<file path="src/rtl/uart_pkg.sv">
// uart_pkg: shared state type and constants for the UART receiver
package uart_pkg;
  localparam int UART_CLK_DIV_DEFAULT = 10417;
  localparam int UART_DATA_BITS = 8;
  typedef enum logic [2:0] {IDLE, START, DATA, PARITY, STOP, WAITHI} uart_rx_state_t;
endpackage

</file>
<file path="src/rtl/uart_rx_sync.sv">
// uart_rx_sync: two-flop synchronizer for rxd plus previous-value flop for falling-edge detect
module uart_rx_sync (
  input  logic clk,
  input  logic rst,
  input  logic rxd,
  output logic line,
  output logic fall
);
  logic s1, prev;
  // flops reset high so the idle line level is assumed after reset
  always_ff @(posedge clk) {s1, line, prev} <= rst ? 3'b111 : {rxd, s1, line};
  assign fall = prev & ~line;
endmodule

</file>
<file path="src/rtl/uart_rx.sv">
// uart_rx: 8N1 serial receiver with one-cycle valid/error pulses; define UART_RX_PARITY_EN for 8E1
module uart_rx
  import uart_pkg::*;
#(
  parameter int CLK_DIV = UART_CLK_DIV_DEFAULT,
  parameter int HALF = CLK_DIV / 2
) (
  input  logic                      clk,
  input  logic                      rst,
  input  logic                      rxd,
  output logic [UART_DATA_BITS-1:0] dout,
  output logic                      valid,
  output logic                      frame_err,
  output logic                      parity_err,
  output logic                      busy
);
  localparam int CW = $clog2(CLK_DIV);
  localparam int BW = $clog2(UART_DATA_BITS);
  localparam logic [CW-1:0] HM = CW'(HALF - 1);
  localparam logic [CW-1:0] FM = CW'(CLK_DIV - 1);
  localparam logic [BW-1:0] BM = BW'(UART_DATA_BITS - 1);
  uart_rx_state_t state, state_n;
  logic [CW-1:0] cnt, cnt_n;
  logic [BW-1:0] bits, bits_n;
  logic [UART_DATA_BITS-1:0] sh, sh_n, dout_n;
  logic valid_n, frame_err_n, line, fall, tick;
  uart_rx_sync u_sync (.clk, .rst, .rxd, .line, .fall);
  assign busy = state != IDLE;
  assign tick = cnt == FM;
`ifdef UART_RX_PARITY_EN
  logic par, par_n, parity_err_n;
  // parity mismatch flag held from the parity sample to the stop sample
  always_ff @(posedge clk) {par, parity_err} <= rst ? 2'b00 : {par_n, parity_err_n};
`else
  assign parity_err = 1'b0;
`endif
  // state, counters, shift register and registered status pulses
  always_ff @(posedge clk)
    if (rst) begin
      state <= IDLE;
      cnt <= '0;
      bits <= '0;
      sh <= '0;
      dout <= '0;
      valid <= 1'b0;
      frame_err <= 1'b0;
    end else begin
      state <= state_n;
      cnt <= cnt_n;
      bits <= bits_n;
      sh <= sh_n;
      dout <= dout_n;
      valid <= valid_n;
      frame_err <= frame_err_n;
    end
  // next-state: sample start at mid-bit, then every full bit period after that
  always_comb begin
    state_n = state;
    cnt_n = cnt + CW'(1);
    bits_n = bits;
    sh_n = sh;
    dout_n = dout;
    valid_n = 1'b0;
    frame_err_n = 1'b0;
`ifdef UART_RX_PARITY_EN
    par_n = par;
    parity_err_n = 1'b0;
`endif
    case (state)
      IDLE: begin
        cnt_n = '0;
        state_n = fall ? START : IDLE;
      end
      START: if (cnt == HM) begin
        cnt_n = '0;
        bits_n = '0;
        state_n = line ? IDLE : DATA;
      end
      DATA: if (tick) begin
        cnt_n = '0;
        sh_n = {line, sh[UART_DATA_BITS-1:1]};
        bits_n = bits + BW'(1);
`ifdef UART_RX_PARITY_EN
        state_n = bits == BM ? PARITY : DATA;
`else
        state_n = bits == BM ? STOP : DATA;
`endif
      end
`ifdef UART_RX_PARITY_EN
      PARITY: if (tick) begin
        cnt_n = '0;
        par_n = line != ^sh;
        state_n = STOP;
      end
`endif
      STOP: if (tick) begin
        cnt_n = '0;
        state_n = line ? IDLE : WAITHI;
        frame_err_n = !line;
`ifdef UART_RX_PARITY_EN
        parity_err_n = line & par;
        valid_n = line & !par;
`else
        valid_n = line;
`endif
        dout_n = valid_n ? sh : dout;
      end
      WAITHI: begin
        cnt_n = '0;
        state_n = line ? IDLE : WAITHI;
      end
      default: state_n = IDLE;
    endcase
  end
endmodule

</file>
<file path="config.mk">
export PLATFORM = sky130hd
export DESIGN_NAME = uart_rx
export DESIGN_NICKNAME = d
export VERILOG_FILES = /design/src/rtl/uart_pkg.sv /design/src/rtl/uart_rx_sync.sv /design/src/rtl/uart_rx.sv
export SDC_FILE = /design/constraint.sdc
export NUM_CORES = 1
export LEC_CHECK = 0
export BUFFER_PORTS_ARGS = -buffer_cell sky130_fd_sc_hd__buf_2
export CORE_AREA = 2 2 69 71
export CTS_CLUSTER_DIAMETER = 120
export DETAILED_ROUTE_END_ITERATION = 12
export DIE_AREA = 0 0 71 73
export PLACE_DENSITY_LB_ADDON = 0.12
export SETUP_SLACK_MARGIN = 0.1
export SYNTH_ARGS = -nofsm -noshare
export SYNTH_HDL_FRONTEND = slang
export SYNTH_SLANG_ARGS = --single-unit
</file>
<file path="constraint.sdc">
create_clock -name clk -period 3.91 [get_ports clk]
set_input_delay 0.1955 -clock clk [delete_from_list [all_inputs] [get_ports clk]]
set_output_delay 0.1955 -clock clk [all_outputs]
set_load 0.02 [all_outputs]
</file>
==> results of run 1 <==
area by class of cell:
cell class / instances / area [um2] / area share [%]
clock inverters: 2 / 13.76 / 0.6715
inverters: 3 / 11.26 / 0.5494
clock buffers: 6 / 82.58 / 4.029
flip-flops and latches: 41 / 820.8 / 40.05
well taps: 54 / 67.56 / 3.297
multi-input cells: 153 / 988.4 / 48.23
repair buffers: 13 / 65.06 / 3.175
worst max-delay path by stage:
stage                      start  endpoint  slack (ns)  cells after the start
after detailed placement  cnt[3]    cnt[2]        1.80                      4
after global routing      cnt[4]    cnt[9]        1.58                      4
after floorplan           cnt[0]   cnt[12]        2.37                      5
after CTS                 cnt[3]    cnt[2]        1.81                      4
final                     cnt[3]    cnt[2]        1.83                      4
after global placement    cnt[4]   cnt[13]        1.87                      4
layer usage:
layer,vias to the layer above,global-route usage (%)
met2,30,25.96
met1,740,20.70
met4,0,5.660
met3,6,4.144
li1,795,-
met5,-,0
report_power, final:
group          switching (mW)  internal (mW)
registers              0.0326          0.435
clock network           0.145          0.143
logic                   0.185         0.0636
flip-flops by register name, summed over array words and instances (netlist names), 3 cells and up:
signal,count
sh,8
bits,3
cnt,14
state,3
dout,8
critical path, stage by stage, from the launching register on:
cell and delay, ns:
dfxtp_1 0.37, nor4b_4 0.42, nand4_4 0.39, a22oi_2 0.65
nor3_1 0.11
kinds of logic after synthesis:
| kind of cell | Yosys count | share of synthesized area [%] |
|---|---|---|
| AOI/OAI and AO/OA | 51 | 16.19 |
| xor gates and xnor gates | 11 | 5.006 |
| adders and majority gates | 4 | 2.601 |
| buffers and inverters | 22 | 5.981 |
| DFF | 41 | 42.65 |
| other | 1 | 0.1949 |
| and+or+nand+nor | 86 | 27.37 |
cells in the final DEF, fill, tap and decap left out, drive strengths merged, types with 3 or more instances in the layout:
cell type,n
a21oi,22
xnor2,4
dfxtp,41
nor4,3
o221ai,3
a211oi,3
clkbuf,6
and4,3
nor3,14
o31ai,8
xor2,7
inv,3
ha,4
or2,4
o21ai,11
nor2b,5
nor2,4
buf,13
nand4,12
or3,3
nand2,9
nand3,17
nor3b,4
stage by stage:
step                      util [%]  setup WS, ns  cell area (um2)  power (mW)
final                        45.19         1.830             2049       1.005
after floorplan                  -         2.365             1924      0.6987
after global routing         45.19         1.580             2049       1.071
after CTS                    45.19         1.806             2049       1.015
after global placement       43.06         1.869             1953      0.7214
after detailed placement     43.06         1.799             1953      0.7280
==> impl_metrics.json, run 1 <==
{
  "status": "finished, final reports clean",
  "finalCriticalPeriod_ns": 2.080,
  "yosysMostFrequentCell": "dfxtp_1",
  "finalSetupTns_ns": 0,
  "synth_area_per_cell_um2": 8.909,
  "synth_cell_types": 40,
  "topRoutingLayerUsed": "met4",
  "r2r-end": "cnt[2]",
  "wl_met1_um": 1909,
  "placementRows": 25,
  "route.met3.wl_um": 135,
  "async_reset_ff_share_pct": 0,
  "cts.clk_slew.worst_paths_ns": 0.08,
  "holdWs_ns": 0.09414,
  "wl_met2_um": 1823,
  "die_area_mm2": 0.005183,
  "r2r_cells": 4,
  "ys_ff_latch": 41,
  "min-delay-start": "rxd",
  "crit_path_end_kind": "flip-flop",
  "drcViolationCount": 0,
  "cts_buffer_depth": 2,
  "clockRootBuffer": "clkbuf_8",
  "drive_gt1_share_pct": 12.84,
  "core_mm2": 0.004536,
  "die_w_um": 71,
  "synth_common_cells": "dfxtp_1 (41), a21oi_1 (22), nand3_1 (17)",
  "synth_top_area_share_pct": 42.65,
  "cts_sinks": 41,
  "yosys_warnings": 0,
  "worst_slew_pin_slew_ns": 1.184,
  "slew_violations": 0,
  "routed_wl_um": 3928,
  "hold-path-endpoint": "u_sync.s1",
  "synth_nets": 223,
  "clock.fmax_mhz": 480.7,
  "port_buffers": 13,
  "grt_max_degree": 42,
  "grt_first_pass_wirelength_um": 6596,
  "setup_viol": 0,
  "finalHoldViolations": 0,
  "critPathKind": "reg2reg",
  "clk_latency_ns": 0.29,
  "powerDensity_mw_per_mm2": 490.2,
  "place_inst": 264,
  "area_growth_syn_to_layout_pct": 6.502,
  "antenna_left": 0,
  "cts_buffers": 5,
  "hp-class": "in2reg",
  "nFillCells": 456,
  "worstPathMaxFanout": 26,
  "nNetsFinal": 224,
  "gp_congestion": 0.8691,
  "diodes": 0,
  "timing.slew.headroom_pct": 20.48,
  "seq_area_frac_synth_pct": 42.65,
  "reg2reg_from": "cnt[3]",
  "cts_max_level": 2,
  "initial_core_util_pct": 42.43,
  "overflow": 0,
  "chipHeight_um": 73,
  "grt_pass1_vias": 1418,
  "syn_area_mm2": 0.001924,
  "ys.flop_type": "dfxtp_1",
  "ios": 15,
  "ctsHoldBuffers": 0,
  "avgRoutedWirePerCell_um": 14.44,
  "rsz0062_at_grt": "no",
  "vias_per_cell": 5.776,
  "syn_inst": 216,
  "synth_enable_flop_cells": 0,
  "peakVddDrop_mv": 0.1785,
  "cts_resized": 0,
  "finalNonFillerCells": 272,
  "cap_violations": 0,
  "synth_top_cell_by_area": "dfxtp_1",
  "ff2ff_setup_slack_ns": 1.83,
  "p_leak_nw": 0.7026,
  "vias": 1571,
  "cp-start-kind": "flip-flop",
  "grt.total_usage_pct": 16.00,
  "holdPathStages": 2,
  "post_cts_buffers": 0,
  "arrival_ns": 2.23,
  "crit_required_ns": 4.06,
  "period_share_pct": 53.20,
  "fin_worst_skew_ns": 0.009136,
  "drt-pass1-iter-count": 4,
  "antenna_found_initial": 0,
  "synthTopCellsByArea": "dfxtp_1 (43%), a21oi_1 (5.7%), nand3_1 (4.4%)",
  "dp_hpwl_um": 2681,
  "cts_tree": "done",
  "drtIter0Drc": 81
}
Power figures use the tool's default switching activity.
==> inputs of run 2 (changes only) <==
==> constraint.sdc (replaced) <==
create_clock -name clk -period 2.1 [get_ports clk]
set_input_delay 0.105 -clock clk [delete_from_list [all_inputs] [get_ports clk]]
set_output_delay 0.105 -clock clk [all_outputs]
set_load 0.02 [all_outputs]
==> run 2 against run 1 <==
  * Critical path depth up 1
  * Via count rose by 1.5%
  * Setup slack worse by 1.6 ns
  * Combinational power increased by 110%
  * Count of clock-buffer cells in the layout is 1 higher
  * Total power grew 100%
  * Design area is 2.3% higher
  * Sequential power up 87%
  * Die area stayed put
  * Hold slack better by 0.28 ns
==> impl_metrics.json, run 2 (synthesis gave the netlist of run 1 again) <==
{
  "status": "finished, final reports clean",
  "setup_viol": 0,
  "cp-start-kind": "flip-flop",
  "cts.clk_slew.worst_paths_ns": 0.07,
  "port_buffers": 13,
  "p_leak_nw": 0.7240,
  "crit_path_end_kind": "flip-flop",
  "drive_gt1_share_pct": 13.57,
  "die_w_um": 71,
  "cts_tree": "done",
  "dp_hpwl_um": 2809,
  "vias_per_cell": 5.800,
  "avgRoutedWirePerCell_um": 14.99,
  "crit_required_ns": 2.24,
  "multiInputGateArea_um2": 989.7,
  "worst_slew_pin_slew_ns": 0.7048,
  "vias": 1595,
  "holdWs_ns": 0.3751,
  "final_cell_area_mm2": 0.002096,
  "period_share_pct": 87.99,
  "arrival_ns": 1.99,
  "grt_first_pass_wirelength_um": 6651,
  "diodes": 0,
  "ios": 15,
  "die_area_mm2": 0.005183,
  "worstPathMaxFanout": 26,
  "grt_pass1_vias": 1498,
  "timing.slew.headroom_pct": 53.02,
  "nFillCells": 452,
  "area_growth_syn_to_layout_pct": 8.908,
  "critPathKind": "reg2reg",
  "layout_common_cells": "dfxtp_1 (41), a21oi_1 (22), nand3_1 (17)",
  "routed_wl_um": 4122,
  "powerDensity_mw_per_mm2": 971.5,
  "drcViolationCount": 0,
  "mostFrequentLayoutCell": "dfxtp_1",
  "slew_violations": 0,
  "pre_cts_ws_ns": 0.1869,
  "fin_ws_ns": 0.2521,
  "clk_latency_ns": 0.29,
  "placementRows": 25,
  "post_cts_buffers": 0,
  "final-seq-area_um2": 820.8,
  "finalHoldViolations": 0,
  "finalSetupTns_ns": 0,
  "nNetsFinal": 227,
  "drt-pass1-iter-count": 4,
  "finalCriticalPeriod_ns": 1.848,
  "clock.fmax_mhz": 541.2,
  "placed_cell_area_mm2": 0.001968,
  "cap_violations": 0,
  "hp-class": "in2reg",
  "antenna_left": 0,
  "gp_congestion": 0.7839,
  "largest_reg_flops": 14,
  "top_register": "cnt",
  "cts_buffer_depth": 2,
  "cts_max_level": 2,
  "grt_max_degree": 42,
  "drtIter0Drc": 97,
  "clockRootBuffer": "clkbuf_8",
  "core_mm2": 0.004536,
  "initial_core_util_pct": 42.43,
  "chipHeight_um": 73,
  "reg.largest.list": "cnt (14), dout (8), sh (8)",
  "grt.total_usage_pct": 16.41,
  "antenna_found_initial": 0,
  "fin_worst_skew_ns": 0.005130,
  "cts_buffers": 5,
  "peakVddDrop_mv": 0.4769,
  "rsz0062_at_grt": "no",
  "overflow": 0,
  "cts_sinks": 41
}
==> run 2: metrics by stage <==
stage,power [mW],std cells,utilization [%]
floorplan,1.301,216,-
finish,2.036,275,46.21
global route,2.150,275,46.21
detailed placement,1.405,266,43.39
CTS,2.054,274,45.96
global placement,1.389,266,43.39
==> run 2: layer usage <==
| layer | global-route usage (%) | share of wire [%] | vias up |
|---|---|---|---|
| met1 | 19.97 | 47 | 757 |
| li1 | - | - | 802 |
| met3 | 4.144 | 4.3 | 2 |
| met5 | 0 | 0 | - |
| met4 | 7.338 | 0.61 | 0 |
| met2 | 27.52 | 48 | 34 |
==> run 2: timing repair <==
item	4_1_cts	5_1_grt
hold buffers	0	1
endpoints found under the setup margin	0	1
gates resized for setup	0	1
hold endpoints to repair	0	1
==> run 2: power by group <==
| part | switching [mW] | internal, mW | leakage (nW) |
|---|---|---|---|
| Combinational | 0.362 | 0.154 | 0.334 |
| Sequential | 0.0635 | 0.811 | 0.331 |
| Clock | 0.258 | 0.387 | 0.0585 |
==> run 2: worst paths after layout <==
check,to,depth (start not counted),startpoint,slack (ns)
setup reg to reg,cnt[5],5,cnt[8],0.25
setup / recovery,cnt[5],5,cnt[8],0.25
hold / removal,dout[1],2,rst,0.38
hold reg to reg,u_sync.line,1,u_sync.s1,0.42
==> run 2: critical path, cell delays in order (launching register included) <==
cell	delay (ns)
dfxtp_1	0.38
nor4b_4	0.39
nand4_4	0.38
a22oi_2	0.25
buf_4	0.23
nor3_1	0.07
==> run 2: layout make-up <==
type	instances	share of cell area, %
tap	54	3.224
clock buffer	7	4.119
inverter	3	0.5373
multi-input combinational	153	47.22
timing repair buffer	16	4.299
clock inverter	1	1.433
sequential	41	39.16
